$ cat src/rtl/bf16_pkg.sv
// Shared types and constants for the BF16 writeback packer.
// A packed word carries two BF16 halves plus lane enables and merged exception flags.
package bf16_pkg;

  typedef logic [15:0] bf16_t;
  typedef logic [3:0]  fpcsr_t;

  localparam int FPCSR_NV = 3;
  localparam int FPCSR_OF = 2;
  localparam int FPCSR_UF = 1;
  localparam int FPCSR_NX = 0;

  localparam bf16_t BF16_QNAN = 16'h7FC0;

  localparam logic [1:0] LANES_PAIR = 2'b11;
  localparam logic [1:0] LANES_LONE = 2'b01;

  typedef struct packed {
    logic [31:0] data;
    logic [1:0]  lanes;
    fpcsr_t      flags;
  } pack_word_t;

  typedef enum logic {
    PACK_EMPTY = 1'b0,
    PACK_HALF  = 1'b1
  } pack_state_t;

  function automatic pack_word_t make_word(input bf16_t hi, input bf16_t lo,
                                           input logic [1:0] lanes, input fpcsr_t flags);
    pack_word_t w;
    w.data  = {hi, lo};
    w.lanes = lanes;
    w.flags = flags;
    return w;
  endfunction

endpackage

$ cat src/rtl/bf16_pack_wb_if.sv
// Converter-side input and writeback-side output of the packer.
// Handshake: a word moves on a clock edge where out_valid && out_ready are both high;
// out_* stay stable while out_valid && !out_ready. in_valid is never stalled: in_ready is advisory only.
interface bf16_pack_wb_if;
  import bf16_pkg::*;

  logic        in_valid;
  bf16_t       in_result;
  fpcsr_t      in_fpcsr;
  logic        in_ready;
  logic        out_valid;
  logic        out_ready;
  logic [31:0] out_data;
  logic [1:0]  out_lanes;
  fpcsr_t      out_flags;

  modport slave (
    input  in_valid, in_result, in_fpcsr, out_ready,
    output in_ready, out_valid, out_data, out_lanes, out_flags
  );

  modport master (
    output in_valid, in_result, in_fpcsr, out_ready,
    input  in_ready, out_valid, out_data, out_lanes, out_flags
  );

endinterface

$ cat src/rtl/bf16_sync_fifo.sv
// Show-ahead synchronous FIFO; a push while full only lands if a pop frees the slot that cycle.
// rdata reads as zero while empty so the output port is clean after reset.
module bf16_sync_fifo
  import bf16_pkg::*;
#(
  parameter int  DEPTH = 4,
  parameter type T     = pack_word_t,
  localparam int LW    = $clog2(DEPTH) + 1
) (
  input  logic          clk,
  input  logic          reset,
  input  logic          push,
  input  logic          pop,
  input  T              wdata,
  output T              rdata,
  output logic          full,
  output logic          empty,
  output logic [LW-1:0] level
);

  localparam int PW = $clog2(DEPTH);

  T              mem [DEPTH];
  logic [PW-1:0] wr_ptr;
  logic [PW-1:0] rd_ptr;
  logic          do_push;
  logic          do_pop;

  assign full    = (level == LW'(DEPTH));
  assign empty   = (level == '0);
  assign do_pop  = pop && !empty;
  assign do_push = push && (!full || do_pop);
  assign rdata   = empty ? '0 : mem[rd_ptr];

  always_ff @(posedge clk) begin
    if (do_push) mem[wr_ptr] <= wdata;
  end

  // Power-of-two depth lets the pointers wrap by plain overflow.
  always_ff @(posedge clk or posedge reset) begin
    if (reset) begin
      wr_ptr <= '0;
      rd_ptr <= '0;
      level  <= '0;
    end else begin
      if (do_push) wr_ptr <= wr_ptr + PW'(1);
      if (do_pop)  rd_ptr <= rd_ptr + PW'(1);
      case ({do_push, do_pop})
        2'b10:   level <= level + LW'(1);
        2'b01:   level <= level - LW'(1);
        default: level <= level;
      endcase
    end
  end

endmodule

$ cat src/rtl/bf16_pack_wb.sv
// Packs pairs of BF16 converter results into 32-bit writeback words, buffers them,
// and keeps sticky exception and overflow status for software.
module bf16_pack_wb
  import bf16_pkg::*;
#(
  parameter int  FIFO_DEPTH = 4,
  localparam int LVL_W      = $clog2(FIFO_DEPTH) + 1
) (
  input  logic              clk,
  input  logic              reset,
  bf16_pack_wb_if.slave     bus,
  input  logic              flush,
  input  logic              flags_clear,
  output fpcsr_t            sticky_flags,
  output logic              drop_err,
  output logic [LVL_W-1:0]  level,
  output pack_state_t       pack_state
);

  bf16_t      pend_result;
  fpcsr_t     pend_flags;
  logic       push;
  pack_word_t push_word;
  pack_word_t head_word;
  logic       fifo_full;
  logic       fifo_empty;
  logic       head_pop;
  logic       drop;

  // A word is emitted when a pair completes or when flush closes out a lone half.
  always_comb begin
    push      = 1'b0;
    push_word = '0;
    if (bus.in_valid) begin
      if (pack_state == PACK_HALF) begin
        push      = 1'b1;
        push_word = make_word(bus.in_result, pend_result, LANES_PAIR, pend_flags | bus.in_fpcsr);
      end else if (flush) begin
        push      = 1'b1;
        push_word = make_word(16'h0000, bus.in_result, LANES_LONE, bus.in_fpcsr);
      end
    end else if (flush && pack_state == PACK_HALF) begin
      push      = 1'b1;
      push_word = make_word(16'h0000, pend_result, LANES_LONE, pend_flags);
    end
  end

  assign head_pop = bus.out_ready && !fifo_empty;
  assign drop     = push && fifo_full && !head_pop;

  bf16_sync_fifo #(
    .DEPTH (FIFO_DEPTH),
    .T     (pack_word_t)
  ) u_fifo (
    .clk   (clk),
    .reset (reset),
    .push  (push),
    .pop   (bus.out_ready),
    .wdata (push_word),
    .rdata (head_word),
    .full  (fifo_full),
    .empty (fifo_empty),
    .level (level)
  );

  assign bus.in_ready  = !fifo_full;
  assign bus.out_valid = !fifo_empty;
  assign bus.out_data  = head_word.data;
  assign bus.out_lanes = head_word.lanes;
  assign bus.out_flags = head_word.flags;

  // Clear is applied first so flags or a drop arriving in the same cycle survive it.
  always_ff @(posedge clk or posedge reset) begin
    if (reset) begin
      pack_state   <= PACK_EMPTY;
      pend_result  <= '0;
      pend_flags   <= '0;
      sticky_flags <= '0;
      drop_err     <= 1'b0;
    end else begin
      sticky_flags <= (flags_clear ? '0 : sticky_flags) | (bus.in_valid ? bus.in_fpcsr : '0);
      drop_err     <= (flags_clear ? 1'b0 : drop_err) | drop;
      case (pack_state)
        PACK_EMPTY: begin
          if (bus.in_valid && !flush) begin
            pend_result <= bus.in_result;
            pend_flags  <= bus.in_fpcsr;
            pack_state  <= PACK_HALF;
          end
        end
        PACK_HALF: begin
          if (bus.in_valid || flush) pack_state <= PACK_EMPTY;
        end
      endcase
    end
  end

endmodule

$ cat src/flat_wrapper.sv
// flat-port wrapper written by rule: the top's interface ports become plain ports
module bf16_pack_wb_flat import bf16_pkg::*;
#(
  parameter int  FIFO_DEPTH = 4,
  localparam int LVL_W      = $clog2(FIFO_DEPTH) + 1
)
  (clk, reset, flush, flags_clear, sticky_flags, drop_err, level, pack_state, bus_in_valid, bus_in_result, bus_in_fpcsr, bus_out_ready, bus_in_ready, bus_out_valid, bus_out_data, bus_out_lanes, bus_out_flags);
  bf16_pack_wb_if bus_i ();
  input  logic clk;
  input  logic reset;
  input  logic flush;
  input  logic flags_clear;
  output fpcsr_t sticky_flags;
  output logic drop_err;
  output logic [LVL_W-1:0] level;
  output pack_state_t pack_state;
  input wire logic [$bits(bus_i.in_valid)-1:0] bus_in_valid;
  input wire logic [$bits(bus_i.in_result)-1:0] bus_in_result;
  input wire logic [$bits(bus_i.in_fpcsr)-1:0] bus_in_fpcsr;
  input wire logic [$bits(bus_i.out_ready)-1:0] bus_out_ready;
  output wire logic [$bits(bus_i.in_ready)-1:0] bus_in_ready;
  output wire logic [$bits(bus_i.out_valid)-1:0] bus_out_valid;
  output wire logic [$bits(bus_i.out_data)-1:0] bus_out_data;
  output wire logic [$bits(bus_i.out_lanes)-1:0] bus_out_lanes;
  output wire logic [$bits(bus_i.out_flags)-1:0] bus_out_flags;
  assign bus_i.in_valid = bus_in_valid;
  assign bus_i.in_result = bus_in_result;
  assign bus_i.in_fpcsr = bus_in_fpcsr;
  assign bus_i.out_ready = bus_out_ready;
  assign bus_in_ready = bus_i.in_ready;
  assign bus_out_valid = bus_i.out_valid;
  assign bus_out_data = bus_i.out_data;
  assign bus_out_lanes = bus_i.out_lanes;
  assign bus_out_flags = bus_i.out_flags;
  bf16_pack_wb #(.FIFO_DEPTH(FIFO_DEPTH)) u_core (.clk(clk), .reset(reset), .bus(bus_i), .flush(flush), .flags_clear(flags_clear), .sticky_flags(sticky_flags), .drop_err(drop_err), .level(level), .pack_state(pack_state));
endmodule
$ cat config.mk
export PLATFORM = sky130hd
export DESIGN_NAME = bf16_pack_wb_flat
export DESIGN_NICKNAME = d
export VERILOG_FILES = /design/src/rtl/bf16_pkg.sv /design/src/rtl/bf16_pack_wb_if.sv /design/src/rtl/bf16_sync_fifo.sv /design/src/rtl/bf16_pack_wb.sv /design/src/flat_wrapper.sv
export SDC_FILE = /design/constraint.sdc
export NUM_CORES = 1
export LEC_CHECK = 0
export ABC_AREA = 1
export CORE_MARGIN = 8
export CORE_UTILIZATION = 45
export DETAILED_ROUTE_END_ITERATION = 16
export DONT_BUFFER_PORTS = 1
export PLACE_DENSITY_LB_ADDON = 0.25
export SLEW_MARGIN = 30
export SYNTH_ARGS = -nofsm -noshare
export SYNTH_HDL_FRONTEND = slang
export SYNTH_SLANG_ARGS = --single-unit
$ cat constraint.sdc
create_clock -name clk -period 4.3 [get_ports clk]
set_input_delay 0.86 -clock clk [delete_from_list [all_inputs] [get_ports clk]]
set_output_delay 0.86 -clock clk [all_outputs]
set_load 0.1 [all_outputs]
## Yosys cells after proc, flatten, opt, wreduce, memory -nomap -nowiden

Memories as Yosys holds them, arrays and structs flattened.
Index checks and enable logic that the tools add are counted.

- Memory bits (writable): 152
- Bits of input ports: 26
- Memories: 1
- Word-level logic and storage cells: 53
- Flip-flop bits (word level): 33
- Output and inout port bits: 49

Memory list:

| memory | words | bits a word | read ports | clocked after memory_dff | wr ports | RTL line | source |
|---|---|---|---|---|---|---|---|
| u_core.u_fifo.mem | 4 | 38 | 1 | 0 | 1 | bf16_sync_fifo.sv:23 | `T mem [DEPTH];` |

- Equality and inequality tests: 3
- Mux-type cells: 18
- Add/subtract/negate cells: 4
- Reductions and logical operators: 15
- Bitwise operators: 4

Operator list:

| kind | number |
|---|---|
| 38-bit two-way mux | 3 |
| 22-bit two-way mux | 2 |
| 1-bit two-way mux | 9 |
| 4-bit two-way mux | 2 |
| 4-bit bitwise OR | 2 |
| 1-bit logical AND | 6 |
| 3-bit one-hot mux with 2 select lines | 1 |
| 2-bit by 1-bit adder with 2-bit output (second input constant) | 2 |
| 1-bit zero test | 4 |
| 3-bit by 1-bit adder with 3-bit output (second input constant) | 1 |
| 3-bit equality test (second input constant) | 1 |
| 3-bit zero test | 1 |
| 3-bit by 1-bit subtractor with 3-bit output (second input constant) | 1 |
| 2-bit by 1-bit equality test with 1-bit output (second input constant) | 1 |
| 2-bit equality test (second input constant) | 1 |
| 1-bit logical OR | 2 |
| 1-bit one-hot mux with 2 select lines | 1 |
| 2-bit AND reduction | 1 |
| 2-bit nonzero test | 1 |
| 1-bit NOT | 1 |
| 1-bit bitwise OR | 1 |

## Depth between registers and ports, before layout

- Depth in word-level cells: 7
- Depth in mapped cells: 11
- Depth with buffers taken out: 11

## Modules after synthesis

A second synthesis with hierarchy kept.

- Cell total of the unflattened synthesis: 863
- Area total of the unflattened synthesis: 8329.2 um2

By module, submodules not included:

| module | sequential area each (um2) | cells an instance | instances | area each (um2) |
|---|---|---|---|---|
| bf16_sync_fifo | 4739.5 | 662 | 1 | 6927.9 |
| bf16_pack_wb | 650.6 | 201 | 1 | 1401.3 |

## Least setup slack after synthesis

OpenSTA, ideal clock, no wires.

- Kind: reg2out
- Start point: register u_core.u_fifo.level[0]
- End point: output bus_out_data[11]
- Arrival: 3436 ps
- Slack: 4 ps
- Stages on the path, launching flop included: 7
- Path buffers: 2
- Data required time: 3440 ps
- Path through: dfrtp_1 -> nor2_1 -> nand2_2 -> inv_2 -> buf_4 -> buf_6 -> a21oi_1

- Longest elaborated chain between the ends: 2

Ends and longest elaborated chain:

| what | RTL line | source |
|---|---|---|
| start, declared | bf16_sync_fifo.sv:18 | `output logic [LW-1:0] level` |
| start signal, assigned | bf16_sync_fifo.sv:49 | `2'b10: level <= level + LW'(1);` |
| start signal, assigned | bf16_sync_fifo.sv:50 | `2'b01: level <= level - LW'(1);` |
| start signal, assigned | bf16_sync_fifo.sv:51 | `default: level <= level;` |
| 3-bit zero test | bf16_sync_fifo.sv:30 | `assign empty = (level == '0);` |
| 38-bit two-way mux | bf16_sync_fifo.sv:33 | `assign rdata = empty ? '0 : mem[rd_ptr];` |
| end, declared | flat_wrapper.sv:23 | `output wire logic [$bits(bus_i.out_data)-1:0] bus_out_data;` |

Every way passes these cells.

## Final worst setup path

- Start point: register u_core.u_fifo.level[0]
- End point: output bus_out_data[14]

Same word-level chain as after synthesis.

==> run metrics <==
post-synthesis share of cell area spent on and, or, nand and nor gates=18.2%; number of filler cells placed in the layout=1573; number of inserted diodes=0; clock-pin slew of the registers on the worst-case setup and hold paths=0.06 ns; die outline area=0.0228 mm2; wire length per cell=16.9 um; kind of end point of the critical path=primary output; drt pass-1 iters=5; hold bufs inserted after CTS=0; number of antenna violations at the first check in global routing=0; area overhead of the layout relative to synthesis=14.2%; most instantiated flip-flop cell in the synthesis netlist=sky130_fd_sc_hd__edfxtp_1; CTS Root Cell=sky130_fd_sc_hd__clkbuf_16; CP cell instances=buf_4 -> nor2_1 -> nand2_2 -> inv_2 -> buf_4 -> a21oi_2 -> buf_4; Final Net Count=869; fraction of layout instances using a drive strength above 1=16.7%; crit share post-route=82.6%; run status=complete, no violations; clock latency of the later-clocked register in the worst-skew pair=0.42 ns; fmax=281 MHz; critical path data arrival time=2.69 ns; placed cell count=1047; most frequent cell after synthesis=sky130_fd_sc_hd__nand2_1; Mapped Area=0.00822 mm2; DRC marker count from the first detailed-route iteration=497; distinct cell type count after synthesis=25; Critical Path Max Stage Delay=0.56 ns; synthesized net count=839; Vert. Die Dim=151 um; detailed placement HPWL=11400 um; number of flops mapped to enable cells by yosys=152; total wirelength of the detailed-routed design=18200 um; largest fanout of any net on the critical path=38; post-route setup TNS=0 ns; final setup violating endpoints=0; cells after synthesis=807; number of buffers added by the clock tree synthesis step=17; cell type with the highest aggregate area in the netlist=sky130_fd_sc_hd__edfxtp_1; number of placed I/O pins=75; number of non-filler instances in the completed layout=1079; cell type of the slowest stage on the worst timing path=sky130_fd_sc_hd__buf_4; # port buffers=0; final design instance area without fill=0.00938 mm2; warnings from Yosys=0; FP Rows=49; buffers inserted by post-CTS timing repair=0; placement-stage cell area=0.00880 mm2; Overflow after GRT=0; post-synthesis area per instance=10.2 um2; Placer Congestion=0.730; combinational family with the most area after synthesis=simple AND/OR/NAND/NOR gates; share of the synthesized area in compound gates (AO/OA/AOI/OAI)=5.57%; worst max-slew margin expressed relative to the limit=38.3%; most frequent cell on the critical path=sky130_fd_sc_hd__buf_4; total vias in the final route=5439; most instantiated cells after synthesis=sky130_fd_sc_hd__nand2_1 (278), sky130_fd_sc_hd__edfxtp_1 (152), sky130_fd_sc_hd__inv_1 (122); fraction of the yosys area taken by sequential cells=65.6%; remaining number of nets flagged by the antenna check after routing=0; post-detailed-route via-to-cell ratio=5.04; maximum level of the CTS H-tree=4; total area of sequential cells=0.00539 mm2; flip-flop and latch count after synthesis=185; clock period minus final worst setup slack=3.55 ns; adder and majority gate portion of the synthesized area=1.01%; via count of the first global-routing pass=5528; wire length of the first global-routing pass=29200 um; fraction of synthesis flops using an asynchronous set or reset pin=17.8%; pin count of the biggest net entering global routing=78; worst setup path class=register to primary output; required time of the critical path=3.44 ns; biggest area contributors in the synthesized netlist=sky130_fd_sc_hd__edfxtp_1 (56%), sky130_fd_sc_hd__nand2_1 (13%), sky130_fd_sc_hd__dfrtp_1 (10%); synthesized-area fraction occupied by xor and xnor cells=0.426%; post-cts gate resize count=0; area used by multi-input combinational logic=0.00225 mm2; clk buf depth=2; launching element type of the critical path=register; Core ar.=0.0180 mm2; fin. max-slew vios=0; clock skew after layout=0.00678 ns; final hold viol count=0; mux cell area share after synthesis=0%; overall global routing resource usage=16.9%; unrepaired setup endpoints after global routing=false; TritonCTS sink count=185; width of the die=151 um; worst min path class=input port to asynchronous set/reset pin; top cell type's share of synthesized area=55.6%; worst slack at placement=1.16 ns; residual DRC count=0; clock tree from TritonCTS=done; starting density of the core=45.7%; crit path setup slack, layout=0.747 ns; slew of the pin with the lowest slew margin=0.924 ns; count of maximum capacitance violations=0
[kinds of logic after synthesis]
kind of cell | count (synthesis)
XOR/XNOR | 4
flip-flops | 185
AND/OR/NAND/NOR | 362
adder cells (fa/ha/maj) | 6
AO/OA/AOI/OAI | 83
buffers and inverters | 167
[critical path: cells and delay by family (launching register included)]
kind | cells | cell delay [ns]
AO/OA/AOI/OAI | 1 | 0.06
AND/OR/NAND/NOR | 2 | 0.62
buffers and inverters | 4 | 1.19
flip-flops | 1 | 0.36
[placed cells by master (no fill, tap or decap), types with 17 or more instances in the layout]
master and instances:
sky130_fd_sc_hd__nor2_1 17, sky130_fd_sc_hd__edfxtp_1 152, sky130_fd_sc_hd__dfrtp_1 31, sky130_fd_sc_hd__nand3_1 47, sky130_fd_sc_hd__inv_1 122, sky130_fd_sc_hd__nand2_1 278
sky130_fd_sc_hd__buf_4 54, sky130_fd_sc_hd__o21ai_0 28, sky130_fd_sc_hd__o31ai_1 17, sky130_fd_sc_hd__a21oi_2 38, sky130_fd_sc_hd__clkbuf_16 17
[layer usage]
metal,part of all wire [%],vias to the layer above,GRT usage (%)
met5,0,-,0
li1,-,2650,-
met3,4.8,18,3.85
met2,50,123,28.4
met4,1.6,0,6.09
met1,44,2648,20.9
[through the flow]
stage	hold slack [ns]	util, %
finish	0.415	52.2
global route	0.451	52.2
CTS	0.414	52.2
detailed placement	0.473	49.0
global placement	0.466	49.0
floorplan	0.452	-
[registers in the layout, summed over array words and instances, names as in the netlist]
name,flops
u_core.u_fifo.rd_ptr,2
u_core.u_fifo.level,3
u_core.sticky_flags,4
u_core.pend_flags,4
u_core.pend_result,16
u_core.pack_state,1
u_core.drop_err,1
u_core.u_fifo.wr_ptr,2
u_core.u_fifo.mem,152
[cell type report]
type	count	area share, %
clock buffer	19	4.61
clock inverter	13	1.64
inverter	124	4.96
multi-input combinational	455	23.9
sequential	185	57.5
tap	229	3.05
timing repair buffer	54	4.32
[final timing paths]
check,start,end,slack (ns),depth (start not counted)
max,u_core.u_fifo.level[0],bus_out_data[14],0.75,7
min,reset,u_core.sticky_flags[3],0.41,2
max reg2reg,u_core.u_fifo.level[0],u_core.u_fifo.level[2],1.60,11
min reg2reg,u_core.pend_flags[0],u_core.pend_flags[0],0.49,2
max in group asynchronous,reset,u_core.u_fifo.rd_ptr[0],3.55,2
min in group clk,u_core.pend_flags[0],u_core.pend_flags[0],0.49,2
Power is left out: the tool's default activity adds up to more than one toggle a clock period on the data nets, which glitch-free logic cannot reach.
